<file path="src/rtl/crc_pkg.sv">
// Shared definitions for the CRC stream feeder and the CRC control unit:
// write-size codes on the CRC write interface and the feeder FSM encoding.
package crc_pkg;

  // Write-size codes understood by the CRC unit.
  localparam logic [1:0] SIZE_BYTE      = 2'b00;
  localparam logic [1:0] SIZE_HALF_WORD = 2'b01;
  localparam logic [1:0] SIZE_WORD      = 2'b10;

  // Feeder sequencer states.
  typedef enum logic [2:0] {
    ST_IDLE   = 3'd0,
    ST_FETCH  = 3'd1,
    ST_WRITE  = 3'd2,
    ST_SPLIT  = 3'd3,
    ST_DRAIN  = 3'd4,
    ST_FINISH = 3'd5
  } feeder_state_t;

endpackage

</file>
<file path="src/rtl/crc_tail_slicer.sv">
// Combinational write slicer: from the bytes still owed to the CRC unit, the
// split phase and the fetched word, choose the write size, the LSB-justified
// write data and how many bytes that write consumes. A 3-byte tail is sent as
// a half-word followed (split phase) by the remaining byte from bits [23:16].
module crc_tail_slicer
  import crc_pkg::*;
#(
  parameter int LEN_W = 16
) (
  input  logic [LEN_W-1:0] rem,
  input  logic             split,
  input  logic [31:0]      word,
  output logic [1:0]       size,
  output logic [31:0]      wdata,
  output logic [2:0]       nbytes
);

  // Map the remaining length onto the widest write that does not overrun.
  always_comb begin
    size   = SIZE_BYTE;
    wdata  = '0;
    nbytes = 3'd0;
    if (split) begin
      size   = SIZE_BYTE;
      wdata  = {24'h0, word[23:16]};
      nbytes = 3'd1;
    end else if (rem >= LEN_W'(4)) begin
      size   = SIZE_WORD;
      wdata  = word;
      nbytes = 3'd4;
    end else if (rem == LEN_W'(3) || rem == LEN_W'(2)) begin
      size   = SIZE_HALF_WORD;
      wdata  = {16'h0, word[15:0]};
      nbytes = 3'd2;
    end else if (rem == LEN_W'(1)) begin
      size   = SIZE_BYTE;
      wdata  = {24'h0, word[7:0]};
      nbytes = 3'd1;
    end
  end

endmodule

</file>
<file path="src/rtl/crc_stream_feeder.sv">
// CRC stream feeder: fetches a memory block one 32-bit word at a time over a
// req/ack port and streams it into the CRC unit's write interface, honouring
// buffer_full back-pressure. Optionally breaks the CRC chain on the last write,
// waits for the CRC pipeline to drain and captures the result.
module crc_stream_feeder
  import crc_pkg::*;
#(
  parameter int ADDR_W = 32,
  parameter int LEN_W  = 16
) (
  input  logic              clk,
  input  logic              rst_n,
  input  logic              start,
  input  logic [ADDR_W-1:0] src_addr,
  input  logic [LEN_W-1:0]  byte_len,
  input  logic              keep_chain,
  input  logic              abort,
  output logic              busy,
  output logic              done,
  output logic              aborted,
  output logic [31:0]       crc_result,
  output logic              mem_req,
  output logic [ADDR_W-1:0] mem_addr,
  input  logic              mem_ack,
  input  logic [31:0]       mem_rdata,
  output logic              crc_write,
  output logic [1:0]        crc_size,
  output logic [31:0]       crc_wdata,
  output logic              crc_reset_chain,
  input  logic              crc_buffer_full,
  input  logic              crc_read_wait,
  input  logic [31:0]       crc_out
);

  // Start addresses are forced onto a word boundary.
  localparam logic [ADDR_W-1:0] WORD_MASK = ~ADDR_W'(3);

  feeder_state_t     state_reg, state_next;
  logic [ADDR_W-1:0] addr_reg, addr_next;
  logic [LEN_W-1:0]  rem_reg, rem_next;
  logic [31:0]       word_reg, word_next;
  logic              chain_reg, chain_next;
  logic              aborted_reg, aborted_next;
  logic              abort_pend_reg, abort_pend_next;   // abort seen while a read is in flight
  logic              abort_drain_reg, abort_drain_next; // first DRAIN cycle after an abort
  logic [31:0]       crc_result_reg, crc_result_next;

  logic [1:0]        slice_size;
  logic [31:0]       slice_wdata;
  logic [2:0]        slice_nbytes;
  logic [LEN_W-1:0]  nbytes_ext;
  logic              final_write;

  crc_tail_slicer #(
    .LEN_W (LEN_W)
  ) u_slicer (
    .rem    (rem_reg),
    .split  (state_reg == ST_SPLIT),
    .word   (word_reg),
    .size   (slice_size),
    .wdata  (slice_wdata),
    .nbytes (slice_nbytes)
  );

  assign nbytes_ext  = LEN_W'(slice_nbytes);
  assign final_write = (rem_reg == nbytes_ext);

  // State and datapath registers; everything clears under reset.
  always_ff @(posedge clk) begin
    if (!rst_n) begin
      state_reg       <= ST_IDLE;
      addr_reg        <= '0;
      rem_reg         <= '0;
      word_reg        <= '0;
      chain_reg       <= 1'b0;
      aborted_reg     <= 1'b0;
      abort_pend_reg  <= 1'b0;
      abort_drain_reg <= 1'b0;
      crc_result_reg  <= '0;
    end else begin
      state_reg       <= state_next;
      addr_reg        <= addr_next;
      rem_reg         <= rem_next;
      word_reg        <= word_next;
      chain_reg       <= chain_next;
      aborted_reg     <= aborted_next;
      abort_pend_reg  <= abort_pend_next;
      abort_drain_reg <= abort_drain_next;
      crc_result_reg  <= crc_result_next;
    end
  end

  // Next-state logic and per-state strobes.
  always_comb begin
    state_next       = state_reg;
    addr_next        = addr_reg;
    rem_next         = rem_reg;
    word_next        = word_reg;
    chain_next       = chain_reg;
    aborted_next     = aborted_reg;
    abort_pend_next  = abort_pend_reg;
    abort_drain_next = 1'b0;
    crc_result_next  = crc_result_reg;
    busy             = (state_reg != ST_IDLE);
    done             = 1'b0;
    mem_req          = 1'b0;
    mem_addr         = '0;
    crc_write        = 1'b0;
    crc_reset_chain  = 1'b0;

    case (state_reg)
      ST_IDLE: begin
        if (start) begin
          aborted_next    = 1'b0;
          abort_pend_next = 1'b0;
          if (byte_len != '0) begin
            addr_next  = src_addr & WORD_MASK;
            rem_next   = byte_len;
            chain_next = keep_chain;
            state_next = ST_FETCH;
          end else begin
            // Empty job: no memory or CRC traffic, just report completion.
            state_next = ST_FINISH;
          end
        end
      end

      ST_FETCH: begin
        mem_req  = 1'b1;
        mem_addr = addr_reg;
        if (mem_ack) begin
          word_next = mem_rdata;
          addr_next = addr_reg + ADDR_W'(4);
          if (abort || abort_pend_reg) begin
            // The read has completed, so nothing is outstanding: cancel now.
            aborted_next     = 1'b1;
            abort_pend_next  = 1'b0;
            abort_drain_next = 1'b1;
            state_next       = ST_DRAIN;
          end else begin
            state_next = ST_WRITE;
          end
        end else if (abort) begin
          abort_pend_next = 1'b1;
        end
      end

      ST_WRITE: begin
        if (abort) begin
          // Writes complete in the cycle they are issued, so an abort here
          // simply withholds the pending write.
          aborted_next     = 1'b1;
          abort_drain_next = 1'b1;
          state_next       = ST_DRAIN;
        end else if (!crc_buffer_full) begin
          crc_write       = 1'b1;
          rem_next        = rem_reg - nbytes_ext;
          crc_reset_chain = final_write & ~chain_reg;
          if (final_write) begin
            state_next = ST_DRAIN;
          end else if (rem_reg == LEN_W'(3)) begin
            state_next = ST_SPLIT;
          end else begin
            state_next = ST_FETCH;
          end
        end
      end

      ST_SPLIT: begin
        // Last byte of a 3-byte tail; always the final write of the job.
        if (!crc_buffer_full) begin
          crc_write       = 1'b1;
          rem_next        = rem_reg - nbytes_ext;
          crc_reset_chain = ~chain_reg;
          state_next      = ST_DRAIN;
        end
      end

      ST_DRAIN: begin
        crc_reset_chain = abort_drain_reg;
        if (!crc_read_wait) begin
          state_next = ST_FINISH;
        end
      end

      ST_FINISH: begin
        done            = 1'b1;
        crc_result_next = crc_out;
        state_next      = ST_IDLE;
      end

      default: begin
        state_next = ST_IDLE;
      end
    endcase
  end

  // Size/data are only meaningful alongside the write strobe; keep them quiet otherwise.
  assign crc_size   = crc_write ? slice_size : SIZE_BYTE;
  assign crc_wdata  = crc_write ? slice_wdata : '0;
  assign aborted    = done & aborted_reg;
  assign crc_result = crc_result_reg;

endmodule

</file>
<file path="config.mk">
export PLATFORM = sky130hd
export DESIGN_NAME = crc_stream_feeder
export DESIGN_NICKNAME = d
export VERILOG_FILES = /design/src/rtl/crc_pkg.sv /design/src/rtl/crc_tail_slicer.sv /design/src/rtl/crc_stream_feeder.sv
export SDC_FILE = /design/constraint.sdc
export NUM_CORES = 1
export LEC_CHECK = 0
export CORE_MARGIN = 5
export CORE_UTILIZATION = 50
export CTS_BUF_LIST = sky130_fd_sc_hd__clkbuf_4 sky130_fd_sc_hd__clkbuf_8
export DETAILED_ROUTE_END_ITERATION = 7
export GPL_TIMING_DRIVEN = 0
export HOLD_SLACK_MARGIN = 0.03
export PLACE_DENSITY = 0.88
export SLEW_MARGIN = 5
export SYNTH_ARGS = -nofsm -noshare
export SYNTH_HDL_FRONTEND = slang
export SYNTH_SLANG_ARGS = --single-unit
export TNS_END_PERCENT = 1
</file>
<file path="constraint.sdc">
create_clock -name clk -period 7.4 [get_ports clk]
set_clock_uncertainty 0.1 [all_clocks]
set_input_delay 1.85 -clock clk [delete_from_list [all_inputs] [get_ports clk]]
set_output_delay 1.85 -clock clk [all_outputs]
set_load 0.03 [all_outputs]
</file>
# Word-level counts from Yosys, hierarchy flattened
# Index checks and enable logic that the tools add are counted.
classes:
  add_sub_neg: 2
  n_lt_le_gt_ge: 1
  n_eq_ne: 20
  mux: 55
  bitwise: 3
  n_reduce_logical: 15
op_table:
  columns: ["op", "n"]
  rows:
  - ["32-bit two-way mux", 8]
  - ["16-bit two-way mux", 4]
  - ["32-bit one-hot mux with 2 select lines", 1]
  - ["16-bit one-hot mux with 3 select lines", 1]
  - ["3-bit two-way mux", 12]
  - ["32-bit by 3-bit adder with 32-bit output, second input constant", 1]
  - ["16-bit by 2-bit equality test with 1-bit output, second input constant", 2]
  - ["1-bit two-way mux", 18]
  - ["16-bit by 1-bit equality test with 1-bit output, second input constant", 1]
  - ["16-bit by 3-bit equality test with 1-bit output", 1]
  - ["16-bit by 3-bit >= comparator with 1-bit output, second input constant", 1]
  - ["2-bit != test, second input constant", 8]
  - ["16-bit nonzero test", 1]
  - ["16-bit by 3-bit subtractor with 16-bit output", 1]
  - ["3-bit one-hot mux with 5 select lines", 1]
  - ["4-bit AND reduction", 3]
  - ["5-bit AND reduction", 2]
  - ["3-bit != test, second input constant", 3]
  - ["3-bit nonzero test", 3]
  - ["2-bit two-way mux", 4]
  - ["8-bit two-way mux", 1]
  - ["3-bit by 2-bit equality test with 1-bit output, second input constant", 2]
  - ["3-bit equality test, second input constant", 2]
  - ["1-bit one-hot mux with 2 select lines", 3]
  - ["other kinds (9)", 12]
totals:
  reg_bits: 119
  out_inout_bits: 104

# Longest topological paths before layout
depth:
  word_depth: 10
  ltp_mapped: 12
  mapped_depth_nobuf: 12

# Modules after synthesis
# A second synthesis with hierarchy kept.
unflattened:
  cells_unflattened: 907
  hier_area_um2: 6789.0
modules_own_cells:
  columns: ["mod", "instances", "cells_each", "area_each_um2"]
  rows:
  - ["crc_stream_feeder", 1, 850, 6328.6]
  - ["crc_tail_slicer", 1, 57, 460.4]

# Worst setup path after synthesis
# OpenSTA, ideal clock, no wires.
synth_path:
  path_type: "in2out"
  startpoint: "input abort"
  endpoint: "output crc_wdata[22]"
  arrival_time_ns: 3.264
  required_time_ns: 5.450
  path_slack_ns: 2.186
  cell_stages: 4
  path_cell_list: "or4_1 > nor2_1 > buf_2 > and2_1"
synth_via:
  elab_chain_len: 3
synth_rtl:
  columns: ["item", "line_no", "rtl"]
  rows:
  - ["start, declared", "crc_stream_feeder.sv:17", "input logic abort,"]
  - ["1-bit two-way mux", "crc_stream_feeder.sv:149", "if (abort) begin"]
  - ["1-bit one-hot mux with 2 select lines", "crc_stream_feeder.sv:111", "case (state_reg)"]
  - ["32-bit two-way mux", "crc_stream_feeder.sv:200", "assign crc_wdata = crc_write ? slice_wdata : '0;"]
  - ["end, declared", "crc_stream_feeder.sv:28", "output logic [31:0] crc_wdata,"]
# No other way between the ends.

# Worst setup path in the final report
layout_path:
  startpoint: "input abort"
  endpoint: "output crc_wdata[30]"
# The elaborated chain is that of the path after synthesis.

==> results.tsv <==
metric	value	unit
DIE HEIGHT	122	um
CTS Buf Count	17	
Mean Syn Cell Area	7.31	um^2
ANT cells	0	
EDFF count, synth	0	
initial antenna violation count	0	
pre-CTS setup slack	0.812	ns
share of the synthesized area in the top cell type	0.375	
FF+latch count, synth	117	
Root Buffer	clkbuf_8	
post-cts sizing count	0	
switching share of power	0.416	
Seq. cell area	2340	um^2
post-synth cell types	66	
input/output buffers	218	
post-CTS setup buffers	0	
fin nets	1218	
post-synthesis sequential area ratio	0.375	
Setup TNS Final	0	ns
Global Route Usage Sum	0.295	
async set or reset register ratio after synthesis	0	
die width	122	um
fillcell total	970	
Post-CTS Hold Buffers	0	
Clk pin slew, worst setup/hold paths	0.07	ns
unrepaired setup endpoints after global routing	false	
R2R setup slack	3.51	ns
Max-Cap Viols	0	
hold crit path type	flip-flop to flip-flop	
CTS sink count	117	
Most common cell on crit path	clkdlybuf4s50_1	
Required @ worst endpoint	5.45	ns
number of global-route vias before repair	6962	
multi-input logic area	3600	um^2
gpl congestion	0.955	
DR pass1 iterations	7	
WP buf/inv	3	
Crit path largest cell delay	0.67	ns
crit path DAT	4.64	ns
Final Routed Wirelength	22.3	mm
area leader, netlist	dfxtp_1	
Worst R2R Start	rem_reg[8]$_SDFFE_PN0P_	
status	completed	
placed instance count	1242	
Cells after Synth	855	
Max Clk Rate	152	MHz
H-Tree Depth	4	
Clock power frac	0.242	
most area-consuming cells after synthesis	dfxtp_1 (37%), nand2_1 (12%), a21oi_1 (10%)	
Power Internal	0.00148	W
Routed WL per cell	17.5	um
Slew @ Worst Pin	0.690	ns
via count of the routed design	7380	
worst skew pair latency	0.45	ns
Detailed Route Iter0 Violations	1019	
Overflow after GRT	0	
largest net degree at the start of global routing	17	
critical path cell sequence	clkdlybuf4s50_1, or4_1, nor2_1, buf_2, and2_1, clkdlybuf4s50_1	
Non-Filler Instances	1273	
die area	14800	um^2
Final Power	0.00253	W
first-pass GRT wire length	35.0	mm
Hold Slack	0.352	ns
Critical Path Source Type	primary input	
Core Area	12100	um^2
Psw	0.00105	W
CP Max Fanout	10	
DRC violations left	0	
final worst slack	0.808	ns
Leakage	3.26	nW
max-slew violation count	0	
Pwr Density	279	nW/um^2
Primary FF master, synth	dfxtp_1	
Worst Reg-to-Reg Cells	12	
CP delay by family, top	buffers and inverters	
layout cell share with drive strength beyond 1	0.0588	
endpoints failing hold	0	
clock buffer depth	2	
row cnt	40	
combinational share of power	0.413	
final setup vio count	0	
# IOs	224	
Critical Path Source	abort	
Max-Slew Margin vs Limit	0.539	
post-layout min period	6.59	ns
Seq pwr share	0.344	
post-DP HPWL	16.7	mm
RR Endpoint	rem_reg[12]$_SDFFE_PN0P_	
Synth Cell Area	6250	um^2
Synth Warn #	0	
CTS tree	built	
Tcrit/Tclk final	0.891	
Layout area overhead	44.8	%
WS Path Type	primary input to output pin	
worst setup path endpoint	crc_wdata[30]	
Max stage delay cell, worst path	clkdlybuf4s50_1	
top post-synthesis cells by count	nand2_1 (203), a21oi_1 (125), dfxtp_1 (117)	
Starting Density	0.516	
antenna viol nets, final	0	
maximum VDD drop	0.000155	V
Crit path depth	6	
top-count cell post-synth	nand2_1	
nature of the critical path endpoint	output pin	
vias per cell	5.80	
## placed cells by master, fill, tap and decap left out, types with 14 or more instances in the layout
cell type        instances
dfxtp_1                117
o21ai_0                 30
clkdlybuf4s50_1        218
clkbuf_8                18
nor2_1                  35
nand2_1                203
clkbuf_1                45
nand3_1                 24
a21oi_1                125
and2_1                  57
nand4_1                 14
nor3_1                  14
## stage by stage
stage	instance area [um^2]	util
final	9050	0.748
after global routing	9050	0.748
after CTS	9050	0.748
after detailed placement	8650	0.714
after global placement	8650	0.714
after floorplan	6260	-
## layout make-up
type / instances / share of cell area
Multi-Input combinational cell: 663 / 0.397
Clock inverter: 13 / 0.0175
Tap cell: 168 / 0.0232
Timing Repair Buffer: 218 / 0.241
Sequential cell: 117 / 0.259
Clock buffer: 18 / 0.0274
Buffer: 64 / 0.0301
Inverter: 12 / 0.00497
## cells by family (layout without fill, tap and decap cells)
family	after synthesis	in the layout	share of synthesized area
AND/OR/NAND/NOR	406	406	0.317
other	1	2	0.000600
AO/OA/AOI/OAI	246	246	0.240
adder cells (fa/ha/maj)	5	5	0.0112
multiplexers	2	2	0.00320
buffers and inverters	76	325	0.0508
flip-flops	117	117	0.375
XOR/XNOR	2	2	0.00280
## how the worst min path moves through the flow
stage | start | end | slack (ns) | cells past startpoint
CTS | word_reg[27]$_SDFFE_PN0P_ | word_reg[27]$_SDFFE_PN0P_ | 0.35 | 2
detailed placement | word_reg[27]$_SDFFE_PN0P_ | word_reg[27]$_SDFFE_PN0P_ | 0.34 | 2
finish | word_reg[8]$_SDFFE_PN0P_ | word_reg[8]$_SDFFE_PN0P_ | 0.35 | 2
global route | word_reg[29]$_SDFFE_PN0P_ | word_reg[29]$_SDFFE_PN0P_ | 0.37 | 2
global placement | word_reg[8]$_SDFFE_PN0P_ | word_reg[8]$_SDFFE_PN0P_ | 0.34 | 2
floorplan | word_reg[10]$_SDFFE_PN0P_ | word_reg[10]$_SDFFE_PN0P_ | 0.33 | 2
## metal layers
metal / track usage / vias to the layer above / wire length [um] / share of wire
li1: - / 3493 / - / -
met1: 0.365 / 3362 / 8690 / 0.39
met2: 0.475 / 449 / 10300 / 0.46
met3: 0.0836 / 76 / 2520 / 0.11
met4: 0.140 / 0 / 770 / 0.035
met5: 0 / - / 0 / 0
## power by group through the flow
stage               sequential, W  combinational, W  clock, W
floorplan                0.000860          0.000670         0
global placement         0.000873           0.00100         0
detailed placement       0.000879           0.00102         0
CTS                      0.000865           0.00103  0.000615
global route             0.000886           0.00114  0.000642
finish                   0.000871           0.00105  0.000613
## worst reg2reg max path, cell delays in order, from the launching register on
cell     delay [ns]
dfxtp_1        0.37
nor4_1         0.62
nand4_1        0.29
nor3_1         0.35
a22o_1         0.20
ha_1           0.15
inv_1          0.07
fa_1           0.43
a21o_1         0.23
nor3_2         0.46
and3_1         0.25
a21oi_1        0.05
o32ai_1        0.23
(Power assumes the default switching activity.)
